--- config.mk ---
export PLATFORM = sky130hd
export DESIGN_NAME = hazard_ctrl_unit
export DESIGN_NICKNAME = d
export VERILOG_FILES = /design/src/rtl/hazard_ctrl_unit.sv
export SDC_FILE = /design/constraint.sdc
export NUM_CORES = 1
export LEC_CHECK = 0
export ABC_AREA = 1
export CAP_MARGIN = 20
export CELL_PAD_IN_SITES_DETAIL_PLACEMENT = 0
export CELL_PAD_IN_SITES_GLOBAL_PLACEMENT = 1
export CORE_MARGIN = 3
export CORE_UTILIZATION = 34
export DETAILED_ROUTE_END_ITERATION = 6
export GPL_TIMING_DRIVEN = 1
export MAX_ROUTING_LAYER = met4
export PLACE_DENSITY_LB_ADDON = 0.1
export SETUP_SLACK_MARGIN = 0.1
export SYNTH_ARGS = -nofsm -noshare
export SYNTH_HDL_FRONTEND = slang
export SYNTH_SLANG_ARGS = --single-unit
export TNS_END_PERCENT = 50
--- constraint.sdc ---
create_clock -name clk -period 2.35 [get_ports clk]
set_input_delay 0.235 -clock clk [delete_from_list [all_inputs] [get_ports clk]]
set_output_delay 0.235 -clock clk [all_outputs]
set_load 0.1 [all_outputs]
--- src/rtl/hazard_ctrl_unit.sv ---
// Pipeline hazard controller for the five-stage in-order core.
// It handles load-use stalls with a configurable bubble depth, flush sequencing
// for taken branches, and the data-memory freeze. It also keeps two saturating
// performance counters. All control outputs are combinational from the inputs
// and the current state. Only state, cnt and the counters are registered.
module hazard_ctrl_unit #(
  parameter int REG_AW             = 5,
  parameter int LOAD_STALL_CYCLES  = 1,
  parameter int FLUSH_CYCLES       = 1,
  parameter int ZERO_REG_HARDWIRED = 1,
  parameter int PERF_W             = 16
) (
  input  logic              clk,
  input  logic              rst_n,
  input  logic              id_ex_mem_read,
  input  logic [REG_AW-1:0] id_ex_write_reg,
  input  logic [REG_AW-1:0] if_id_rs1,
  input  logic [REG_AW-1:0] if_id_rs2,
  input  logic              if_id_use_rs1,
  input  logic              if_id_use_rs2,
  input  logic              branch_taken,
  input  logic              mem_busy,
  input  logic              perf_clr,
  output logic              pc_write,
  output logic              if_id_write,
  output logic              id_ex_bubble,
  output logic              flush,
  output logic              pipe_hold,
  output logic [PERF_W-1:0] stall_cycles,
  output logic [PERF_W-1:0] hazard_events
);

  typedef enum logic [1:0] {
    RUN        = 2'd0,
    LOAD_STALL = 2'd1,
    FLUSH      = 2'd2
  } state_t;

  // Reload values for cnt: the first cycle of a sequence is spent in RUN,
  // so the counter only needs to cover the remaining cycles.
  localparam logic [3:0]        LS_RELOAD = 4'(LOAD_STALL_CYCLES - 1);
  localparam logic [3:0]        FL_RELOAD = 4'(FLUSH_CYCLES - 1);
  localparam logic [PERF_W-1:0] PERF_MAX  = '1;
  localparam logic [PERF_W-1:0] PERF_ONE  = PERF_W'(1);

  state_t     state;
  logic [3:0] cnt;

  logic hit_rs1;
  logic hit_rs2;
  logic wr_is_zero;
  logic hz;
  logic hz_event;

  assign hit_rs1    = if_id_use_rs1 && (if_id_rs1 == id_ex_write_reg);
  assign hit_rs2    = if_id_use_rs2 && (if_id_rs2 == id_ex_write_reg);
  assign wr_is_zero = (id_ex_write_reg == '0);
  assign hz         = id_ex_mem_read && (hit_rs1 || hit_rs2) &&
                      !((ZERO_REG_HARDWIRED != 0) && wr_is_zero);

  // Control outputs. Priority is the memory freeze, then the branch flush,
  // then the current state or a newly detected hazard.
  always_comb begin
    pc_write     = 1'b1;
    if_id_write  = 1'b1;
    id_ex_bubble = 1'b0;
    flush        = 1'b0;
    pipe_hold    = 1'b0;
    hz_event     = 1'b0;
    if (mem_busy) begin
      pipe_hold   = 1'b1;
      pc_write    = 1'b0;
      if_id_write = 1'b0;
    end else if (branch_taken) begin
      flush        = 1'b1;
      id_ex_bubble = 1'b1;
    end else begin
      case (state)
        FLUSH: begin
          flush        = 1'b1;
          id_ex_bubble = 1'b1;
        end
        LOAD_STALL: begin
          pc_write     = 1'b0;
          if_id_write  = 1'b0;
          id_ex_bubble = 1'b1;
        end
        default: begin
          if (hz) begin
            pc_write     = 1'b0;
            if_id_write  = 1'b0;
            id_ex_bubble = 1'b1;
            hz_event     = 1'b1;
          end
        end
      endcase
    end
  end

  // Sequencer. mem_busy freezes it. A taken branch aborts any stall and may
  // start a flush. Stall and flush sequences count down cnt back to RUN.
  always_ff @(posedge clk or negedge rst_n) begin
    if (!rst_n) begin
      state <= RUN;
      cnt   <= 4'd0;
    end else if (mem_busy) begin
      state <= state;
      cnt   <= cnt;
    end else if (branch_taken) begin
      if (FLUSH_CYCLES > 1) begin
        state <= FLUSH;
        cnt   <= FL_RELOAD;
      end else begin
        state <= RUN;
        cnt   <= 4'd0;
      end
    end else begin
      case (state)
        LOAD_STALL, FLUSH: begin
          cnt <= cnt - 4'd1;
          if (cnt <= 4'd1) state <= RUN;
        end
        default: begin
          if (hz && (LOAD_STALL_CYCLES > 1)) begin
            state <= LOAD_STALL;
            cnt   <= LS_RELOAD;
          end
        end
      endcase
    end
  end

  // Saturating performance counters. A clear wins over a same-cycle increment.
  always_ff @(posedge clk or negedge rst_n) begin
    if (!rst_n) begin
      stall_cycles  <= '0;
      hazard_events <= '0;
    end else if (perf_clr) begin
      stall_cycles  <= '0;
      hazard_events <= '0;
    end else begin
      if (!pc_write && (stall_cycles != PERF_MAX))
        stall_cycles <= stall_cycles + PERF_ONE;
      if (hz_event && (hazard_events != PERF_MAX))
        hazard_events <= hazard_events + PERF_ONE;
    end
  end

endmodule
=== Word level (Yosys, flattened, before mapping) ===
Cells that the tools add are included.

* Order comparisons: 1
* Equality and inequality tests: 6
* Reduce and logical (&&, ||, !) cells: 17
* Add/sub/neg operators: 3
* Bitwise logic cells: 1
* Mux-type cells: 24

{| class="wikitable"
|+ Operators with widths
! cell !! number
|-
| $mux W16 || 4
|-
| $add A16 B1 Y16 const B || 2
|-
| $ne A16 B16 Y1 const B || 2
|-
| $mux W1 || 14
|-
| $eq A5 B5 Y1 || 2
|-
| $mux W4 || 2
|-
| $reduce_bool A2 Y1 || 4
|-
| $logic_and A1 B1 Y1 || 6
|-
| $mux W2 || 3
|-
| $logic_not A5 Y1 || 1
|-
| $le A4 B1 Y1 const B || 1
|-
| $sub A4 B1 Y4 const B || 1
|-
| $reduce_and A3 Y1 || 1
|-
| $eq A2 B1 Y1 const B || 1
|-
| $eq A2 B2 Y1 const B || 1
|-
| $logic_not A1 Y1 || 2
|-
| $pmux W1 S2 || 1
|-
| $reduce_and A2 Y1 || 1
|-
| $reduce_or A2 Y1 || 1
|-
| $logic_or A1 B1 Y1 || 1
|-
| $not A1 Y1 || 1
|}

* Word-level logic and storage cells: 56
* Register bits: 38

=== Longest topological paths before layout ===
Gate-level depths: netlist of run 1.

* Depth in word-level cells: 13
* Depth in mapped cells: 12

=== Worst setup path after synthesis of run 1 ===
No wires, ideal clock.

* Path kind: register to register
* Start point: register hazard_events[0]
* End point: register hazard_events[13]
* Arrival time: 2,347 ps
* Path buffers: 1
* Setup time: 124 ps
* Data required time: 2,226 ps
* Cell stages (with the launch flop): 12
* Setup slack: -121 ps
* Cells stage by stage: dfrtp_1 > ha_1 > nand3_1 > nor2_1 > nand2_1 > nor2_2 > nand4_1 > clkinv_1 > nor2_4 > buf_6 > nand3_1 > nand2_1

* Longest elaborated chain between the ends: 3

{| class="wikitable"
|+ RTL lines
! what !! RTL line !! source
|-
| start: declaration || 30 || <nowiki>output logic [PERF_W-1:0] hazard_events</nowiki>
|-
| start signal: assignment || 145 || <nowiki>hazard_events <= hazard_events + PERF_ONE;</nowiki>
|-
| $add A16 B1 Y16 or $ne A16 B16 Y1 (tied branches) || 145, 144 ||
|-
| $mux W16 or $logic_and A1 B1 Y1 (tied branches) || 144 || <nowiki>if (hz_event && (hazard_events != PERF_MAX))</nowiki>
|-
| $mux W16 or $reduce_bool A2 Y1 (tied branches) || n/a ||
|}

Parallel ways exist; a longest one is shown, timed or not. The select of a mux whose other input is x is not followed.
A chain may end at the register's enable or synchronous reset.

=== Worst setup path after layout of run 1 ===
* Start point: input id_ex_write_reg[3]
* End point: output if_id_write

* Longest elaborated chain between the ends: 9

{| class="wikitable"
|+ RTL lines
! what !! RTL line !! source
|-
| start: declaration || 16 || <nowiki>input logic [REG_AW-1:0] id_ex_write_reg,</nowiki>
|-
| $eq A5 B5 Y1 (on tied branches) || 55, 56 ||
|-
| $logic_and A1 B1 Y1 (on tied branches) || 55, 56 ||
|-
| $logic_or A1 B1 Y1 || 58 || <nowiki>assign hz = id_ex_mem_read && (hit_rs1 || hit_rs2) &&</nowiki>
|-
| $logic_and A1 B1 Y1 || 58 ||
|-
| $logic_and A1 B1 Y1 (*) || 58 ||
|-
| $mux W1 (*) || 89 || <nowiki>if (hz) begin</nowiki>
|-
| $pmux W1 S2 (*) || 78 || <nowiki>case (state)</nowiki>
|-
| $mux W1 (*) || 74 || <nowiki>end else if (branch_taken) begin</nowiki>
|-
| $mux W1 (*) || 70 || <nowiki>if (mem_busy) begin</nowiki>
|-
| end: declaration || 25 || <nowiki>output logic if_id_write,</nowiki>
|}

Every way passes the cells marked *; elsewhere a longest branch is shown, timed or not.

==> summary.md, run 1 <==
| Metric | Value |
|---|---|
| HPWL reported at the end of detailed placement | `4.40 mm` |
| Final setup violation count | `0` |
| Clock root buffer master | `sky130_fd_sc_hd__clkbuf_8` |
| Horizontal die dimension | `89.1 um` |
| CP Launch Type | `input port` |
| Post-Synth Adder-Cell Area | `1.07%` |
| Average wire per standard cell | `12.4 um` |
| Total CTS buffers | `5` |
| Site Rows | `29` |
| Fmax achieved | `484 MHz` |
| Arrival time at the worst endpoint | `1.83 ns` |
| Class of the worst hold path | `input port to asynchronous set/reset pin` |
| Initial Utilization | `35.9%` |
| Non-filler cells in the finished layout | `479` |
| Final worst path period share | `87.9%` |
| Post-synthesis compound-gate area fraction | `2.45%` |
| Area of the mapped netlist | `2350 um^2` |
| Final period demand of the worst path | `2.07 ns` |
| Post-DP Area | `2960 um^2` |
| Maximum capacitance violations | `0` |
| Type of element capturing the critical path | `output pin` |
| GPL Wtd Cong | `0.772` |
| Master of the slowest instance on the critical path | `sky130_fd_sc_hd__clkdlybuf4s50_1` |
| Relative area change from synthesis to final layout | `30.7%` |
| Clock tree from TritonCTS | `yes` |
| Post-layout worst setup margin | `0.284 ns` |
| Basic-gate share of the synthesized area counting and, or, nand and nor cells | `43.7%` |
| Clock transition at the register clock pins on the worst setup and hold paths after CTS | `0.07 ns` |
| Combinational family with the most area after synthesis | `simple AND/OR/NAND/NOR gates` |
| Placed Instances | `472` |
| Cell variety after synth | `29` |
| Sum Neg Setup Slack | `0 ns` |
| Number of optimization iterations in the first detailed-route pass | `4` |
| Most used cell, CP | `sky130_fd_sc_hd__nand2_1` |
| Count of final hold-check violations | `0` |
| Overflow left after global routing | `0` |
| Slew Limit Fails | `0` |
| Gate count of the mapped netlist | `343` |
| Maximum number of pins on one net before global-route repair | `33` |
| Most frequent cells in the layout | `sky130_fd_sc_hd__nand2_1, sky130_fd_sc_hd__nand3_1, sky130_fd_sc_hd__inv_1` |
| Finished layout cell area | `3070 um^2` |
| Vertical extent of the die | `89.1 um` |
| Vias per Instance | `4.80` |
| Crit path cell chain | `clkdlybuf4s50_1 -> inv_1 -> nand2_1 -> nand2_1 -> nor2_1 -> nand3_1 -> nand2_1 -> nand3_1 -> nand2_4 -> inv_1 -> buf_12` |
| Peak supply drop | `0.000185 V` |
| DRC marker count from the first detailed-route iteration | `95` |
| Outcome | `finished clean` |
| Worst-path fanout max | `7` |
| Worst setup timing slack at the placement stage | `0.206 ns` |
| DIE AREA | `7930 um^2` |
| Worst-Skew Late Latency | `0.28 ns` |
| Share of Yosys cell area claimed by the top area cell type | `34.1%` |
| Via count of the first global-routing pass | `2,150` |
| Fraction of final layout cells with drive strength greater than 1 | `18.2%` |
| Syn_area_per_cell | `6.84 um^2` |
| Number of primary I/O pins | `60` |
| Power per cell area | `408 nW/um^2` |
| Unrepaired setup endpoints after global routing | `yes` |
| Overall routed net length | `5.93 mm` |
| Vias after detailed routing | `2,301` |
| Wire length of the first global-routing pass | `10.1 mm` |
| Xor/xnor share of the synthesized area | `7.09%` |
| Max_slew headroom | `65.8%` |
| Total inserted antenna cells | `0` |
| Most common cell after layout, fill and taps aside | `sky130_fd_sc_hd__nand2_1` |
| Leakage power summed over all cells | `1.67 nW` |
| Number of nets with antenna violations after routing | `0` |
| Number of antenna violations at the first check in global routing | `0` |
| Clock sink count | `32` |
| Total global-route track usage | `16.6%` |
| Slew at the pin with the worst max-slew slack | `0.510 ns` |
| Mux share of post-synthesis cell area | `0%` |
| DRC | `0` |
| Worst Skew | `0.00330 ns` |
| Post-route core utilization | `46.9%` |
| Synth Net Count | `368` |
| Critical Setup Path Class | `input port to output pin` |
| Top cells by area, synth | `sky130_fd_sc_hd__dfrtp_1, sky130_fd_sc_hd__nand2_1, sky130_fd_sc_hd__nand3_1, sky130_fd_sc_hd__inv_1, sky130_fd_sc_hd__nor2_1` |
| Cell taking the most area after synthesis | `sky130_fd_sc_hd__dfrtp_1` |
| Post-synthesis register bit count | `32` |
| Critical Path RT | `2.12 ns` |
| Core region area | `6530 um^2` |
| Total number of H-tree levels | `2` |
| Seq/Total Area, Yosys | `34.1%` |
| Nets | `427` |
| Maximum count of clock buffers along a single path | `2` |
| Count of yosys warnings during synthesis | `0` |
| Maximum single-stage delay on the critical path | `0.53 ns` |
| Number of port buffers | `59` |
-- registers in the layout, indices dropped and copies added (netlist names) --
signal and flops:
hazard_events 16, stall_cycles 16
-- layer usage --
| layer | vias to the layer above | track usage, % | wire, um |
|---|---|---|---|
| li1 | 1220 | - | - |
| met1 | 1031 | 22.1 | 2930 |
| met2 | 44 | 25.9 | 2680 |
| met3 | 6 | 3.04 | 250 |
| met4 | 0 | 4.47 | 65 |
| met5 | - | - | 0 |
-- layout make-up --
type,instances,area (um^2)
Fill cell,706,3470
Multi-Input combinational cell,249,1280
Sequential cell,32,812
Timing Repair Buffer,65,593
Inverter,49,184
Clock buffer,7,96.3
Tap cell,77,96.3
-- metrics by stage --
step	power (mW)	hold slack [ns]
after floorplan	0.693	-0.0606
after global placement	0.788	0.520
after detailed placement	0.789	0.520
after CTS	1.27	0.373
after global routing	1.31	0.395
final	1.25	0.348
-- Yosys cell counts --
| master | n |
|---|---|
| sky130_fd_sc_hd__nand2_1 | 87 |
| sky130_fd_sc_hd__o21bai_1 | 1 |
| sky130_fd_sc_hd__o21ai_0 | 2 |
| sky130_fd_sc_hd__ha_1 | 2 |
| sky130_fd_sc_hd__buf_1 | 1 |
| sky130_fd_sc_hd__o22ai_1 | 2 |
| sky130_fd_sc_hd__inv_2 | 3 |
| sky130_fd_sc_hd__nand4_1 | 18 |
| sky130_fd_sc_hd__clkbuf_1 | 3 |
| sky130_fd_sc_hd__o21ai_1 | 1 |
| sky130_fd_sc_hd__nor3_1 | 5 |
| sky130_fd_sc_hd__xor2_1 | 14 |
| sky130_fd_sc_hd__nand2_2 | 3 |
| sky130_fd_sc_hd__buf_2 | 3 |
| sky130_fd_sc_hd__xnor2_1 | 5 |
| sky130_fd_sc_hd__dfrtp_1 | 32 |
| sky130_fd_sc_hd__nand2_4 | 1 |
| sky130_fd_sc_hd__nor2_2 | 1 |
| sky130_fd_sc_hd__inv_1 | 43 |
| sky130_fd_sc_hd__buf_6 | 3 |
| sky130_fd_sc_hd__a21oi_1 | 3 |
| sky130_fd_sc_hd__buf_4 | 3 |
| sky130_fd_sc_hd__a211oi_1 | 1 |
| sky130_fd_sc_hd__clkinv_1 | 3 |
| sky130_fd_sc_hd__nand3_1 | 64 |
| sky130_fd_sc_hd__nor2_1 | 34 |
| sky130_fd_sc_hd__nand3_4 | 2 |
| sky130_fd_sc_hd__nor2_4 | 2 |
| sky130_fd_sc_hd__nor2_8 | 1 |
-- critical path: cells and delay by family --
family	cells	cell delay [ns]
buf+inv	4	0.91
simple gates	7	0.67
-- repair_timing --
action | CTS | global route
setup endpoints to repair | 0 | 3
setup buffers | 0 | 0
gates resized for setup | 0 | 1
hold buffers | 0 | 0
-- kinds of logic (layout without fill, tap and decap cells) --
family / after synthesis / after routing
AO/OA/AOI/OAI: 10 / 10
XOR/XNOR: 19 / 19
adder cells (fa/ha/maj): 2 / 2
buffers and inverters: 62 / 121
flip-flops: 32 / 32
AND/OR/NAND/NOR: 218 / 218
-- path summary, 6_finish.rpt --
path                                         startpoint                       endpoint  slack (ns)  cells after the start
setup / recovery                     id_ex_write_reg[3]                    if_id_write        0.28                     11
hold / removal                                    rst_n  hazard_events[10]$_DFFE_PN0P_        0.35                      2
setup reg to reg           hazard_events[0]$_DFFE_PN0P_   hazard_events[1]$_DFFE_PN0P_        0.35                     10
hold reg to reg             stall_cycles[9]$_DFFE_PN0P_    stall_cycles[9]$_DFFE_PN0P_        0.54                      2
max in group asynchronous                         rst_n   hazard_events[3]$_DFFE_PN0P_        1.68                      2
min in group clk            stall_cycles[9]$_DFFE_PN0P_    stall_cycles[9]$_DFFE_PN0P_        0.54                      2
-- power breakdown --
| group | internal [mW] | switching (mW) |
|---|---|---|
| logic | 0.0769 | 0.139 |
| registers | 0.554 | 0.00421 |
| clock network | 0.261 | 0.214 |
No activity file was read; power rests on OpenSTA's default activity.
==> run 2: changes to the inputs <==
Settings changed: CORE_ASPECT_RATIO set to 0.9.
==> run 2 against run 1 <==
Effect of this change: wire length is 2.0% lower; core utilization down 0.36 points; non-clock buffer count fell by 1; power up 5.3%; clock skew increased by 0.010 ns.
==> summary.md, run 2 (same netlist as run 1, synthesis figures left out) <==
| Metric | Value |
|---|---|
| Post-layout worst setup margin | `0.284 ns` |
| Post CTS Setup Buffer Count | `0` |
| Master of the slowest instance on the critical path | `sky130_fd_sc_hd__clkdlybuf4s50_1` |
| Critical Path RT | `2.12 ns` |
| Most common cell after layout, fill and taps aside | `sky130_fd_sc_hd__nand2_1` |
| Number of primary I/O pins | `60` |
| Relative area change from synthesis to final layout | `31.5%` |
| Overflow left after global routing | `0` |
| Clock sink count | `32` |
| Max_slew headroom | `59.6%` |
| Critical Setup Path Class | `input port to output pin` |
| Total inserted antenna cells | `0` |
| Leakage power summed over all cells | `1.67 nW` |
| Comb power frac | `16.3%` |
| Power Internal | `0.943 mW` |
| CTS-repair resized insts | `0` |
| Overall routed net length | `5.81 mm` |
| Final period demand of the worst path | `2.07 ns` |
| Fraction of power spent switching nets | `28.3%` |
| Worst-Skew Late Latency | `0.29 ns` |
| Crit path cell chain | `clkdlybuf4s50_1 -> inv_1 -> nand2_1 -> nand2_1 -> nor2_1 -> nand3_1 -> nand2_1 -> nand3_1 -> nand2_2 -> inv_1 -> buf_12` |
| Count of final hold-check violations | `0` |
| Sum Neg Setup Slack | `0 ns` |
| Number of antenna violations at the first check in global routing | `0` |
| Maximum number of pins on one net before global-route repair | `33` |
| Fraction of final layout cells with drive strength greater than 1 | `18.2%` |
| Class of the worst hold path | `input port to asynchronous set/reset pin` |
| Average wire per standard cell | `11.8 um` |
| Worst Hold Slack | `0.344 ns` |
| Final setup violation count | `0` |
| Total global-route track usage | `16.5%` |
| Most frequent cells in the layout | `sky130_fd_sc_hd__nand2_1, sky130_fd_sc_hd__nand3_1, sky130_fd_sc_hd__inv_1` |
| Outcome | `finished clean` |
| Maximum single-stage delay on the critical path | `0.52 ns` |
| Core region area | `6620 um^2` |
| Peak supply drop | `0.000162 V` |
| Placed Instances | `484` |
| DRC | `0` |
| Total CTS buffers | `5` |
| Clock tree from TritonCTS | `yes` |
| Number of optimization iterations in the first detailed-route pass | `4` |
| Power per cell area | `427 nW/um^2` |
| GPL Wtd Cong | `0.767` |
| Slew Limit Fails | `0` |
| DIE AREA | `7930 um^2` |
| Total area of multi-input combinational cells | `1280 um^2` |
| CP Buf/Inv Count | `4` |
| Nets | `426` |
| Number of port buffers | `59` |
| Vertical extent of the die | `84.8 um` |
| Arrival time at the worst endpoint | `1.83 ns` |
| Number of nets with antenna violations after routing | `0` |
| Final worst path period share | `87.9%` |
| Reg area | `812 um^2` |
| Via count of the first global-routing pass | `2,158` |
| Net load switching power | `0.373 mW` |
| Site Rows | `28` |
| Fmax achieved | `484 MHz` |
| Horizontal die dimension | `93.6 um` |
| Type of element capturing the critical path | `output pin` |
| Worst setup timing slack at the placement stage | `0.260 ns` |
| HPWL reported at the end of detailed placement | `4.22 mm` |
| DRC marker count from the first detailed-route iteration | `109` |
| Worst-path fanout max | `7` |
| Vias after detailed routing | `2,316` |
| Most used cell, CP | `sky130_fd_sc_hd__nand2_1` |
| Non-filler cells in the finished layout | `492` |
| Part of the total power dissipated in sequential elements | `42.4%` |
| Post-route core utilization | `46.6%` |
| Slew at the pin with the worst max-slew slack | `0.602 ns` |
| Initial Utilization | `35.4%` |
| Worst Skew | `0.0133 ns` |
| Top Registers | `hazard_events x16, stall_cycles x16` |
| Clock transition at the register clock pins on the worst setup and hold paths after CTS | `0.07 ns` |
| Vias per Instance | `4.71` |
| Relative contribution of the clock network to total power | `41.3%` |
| Clock root buffer master | `sky130_fd_sc_hd__clkbuf_8` |
| Maximum capacitance violations | `0` |
| Number of filler cells placed in the layout | `686` |
| Largest delay contributor family on the critical path | `buffers and inverters` |
| Total number of H-tree levels | `2` |
| Unrepaired setup endpoints after global routing | `no` |
| CP Launch Type | `input port` |
| Quantity of hold-fixing buffers added after cts | `0` |
| Wire length of the first global-routing pass | `10.3 mm` |
| Maximum count of clock buffers along a single path | `2` |
[run 2: changes by cell type in the layout (fill, tap and decap cells not counted)]
cell	previous run	this run
sky130_fd_sc_hd__clkinv_2	0	1
sky130_fd_sc_hd__nand2_4	2	1
sky130_fd_sc_hd__clkbuf_8	7	5
sky130_fd_sc_hd__bufinv_16	0	1
sky130_fd_sc_hd__nand2_2	2	3
sky130_fd_sc_hd__clkinvlp_4	0	1
sky130_fd_sc_hd__buf_4	39	38
[run 2: metrics by stage]
step	total power [mW]	instance area, um^2
5_1_grt	1.37	3080
6_report	1.32	3080
2_1_floorplan	0.693	2360
3_5_place_dp	0.786	2970
3_3_place_gp	0.786	2970
4_1_cts	1.34	3080
[run 2: final cells by class]
class / count / share of cell area, %
Clock inverter: 3 / 1.38
Multi-Input combinational cell: 249 / 41.5
Timing Repair Buffer: 64 / 19.0
Tap cell: 90 / 3.65
Sequential cell: 32 / 26.3
Inverter: 49 / 5.96
Clock buffer: 5 / 2.23
[run 2: metal layers]
metal,part of all wire [%],track usage (%)
met2,44,25.2
met4,1.2,4.72
met3,5.0,3.14
met5,0,-
met1,50,22.2
[run 2: worst paths after layout]
kind	depth (start not counted)	slack, ns	from	end
min	2	0.34	rst_n	hazard_events[10]$_DFFE_PN0P_
max	11	0.28	id_ex_write_reg[4]	pc_write
max reg2reg	10	0.37	hazard_events[0]$_DFFE_PN0P_	hazard_events[2]$_DFFE_PN0P_
min reg2reg	2	0.54	stall_cycles[9]$_DFFE_PN0P_	stall_cycles[9]$_DFFE_PN0P_
min in group clk	2	0.54	stall_cycles[9]$_DFFE_PN0P_	stall_cycles[9]$_DFFE_PN0P_
max in group asynchronous	2	1.65	rst_n	hazard_events[1]$_DFFE_PN0P_
[run 2: power by group through the flow]
stage          clock, mW  combinational (mW)  sequential, mW
3_3_place_gp           0               0.217           0.569
2_1_floorplan          0               0.100           0.593
6_report           0.544               0.214           0.558
5_1_grt            0.580               0.232           0.559
3_5_place_dp           0               0.217           0.569
4_1_cts            0.561               0.217           0.558
[run 2: worst reg2reg max path: stages (launching register included)]
cell and delay [ns]:
sky130_fd_sc_hd__dfrtp_2 0.44, sky130_fd_sc_hd__ha_1 0.23, sky130_fd_sc_hd__nand3_1 0.12, sky130_fd_sc_hd__nor2_1 0.05
sky130_fd_sc_hd__nand2_1 0.16, sky130_fd_sc_hd__nor2_2 0.07, sky130_fd_sc_hd__nand4_1 0.14, sky130_fd_sc_hd__clkinv_1 0.13
sky130_fd_sc_hd__nor2_4 0.35, sky130_fd_sc_hd__nand3_1 0.14, sky130_fd_sc_hd__nand2_1 0.09
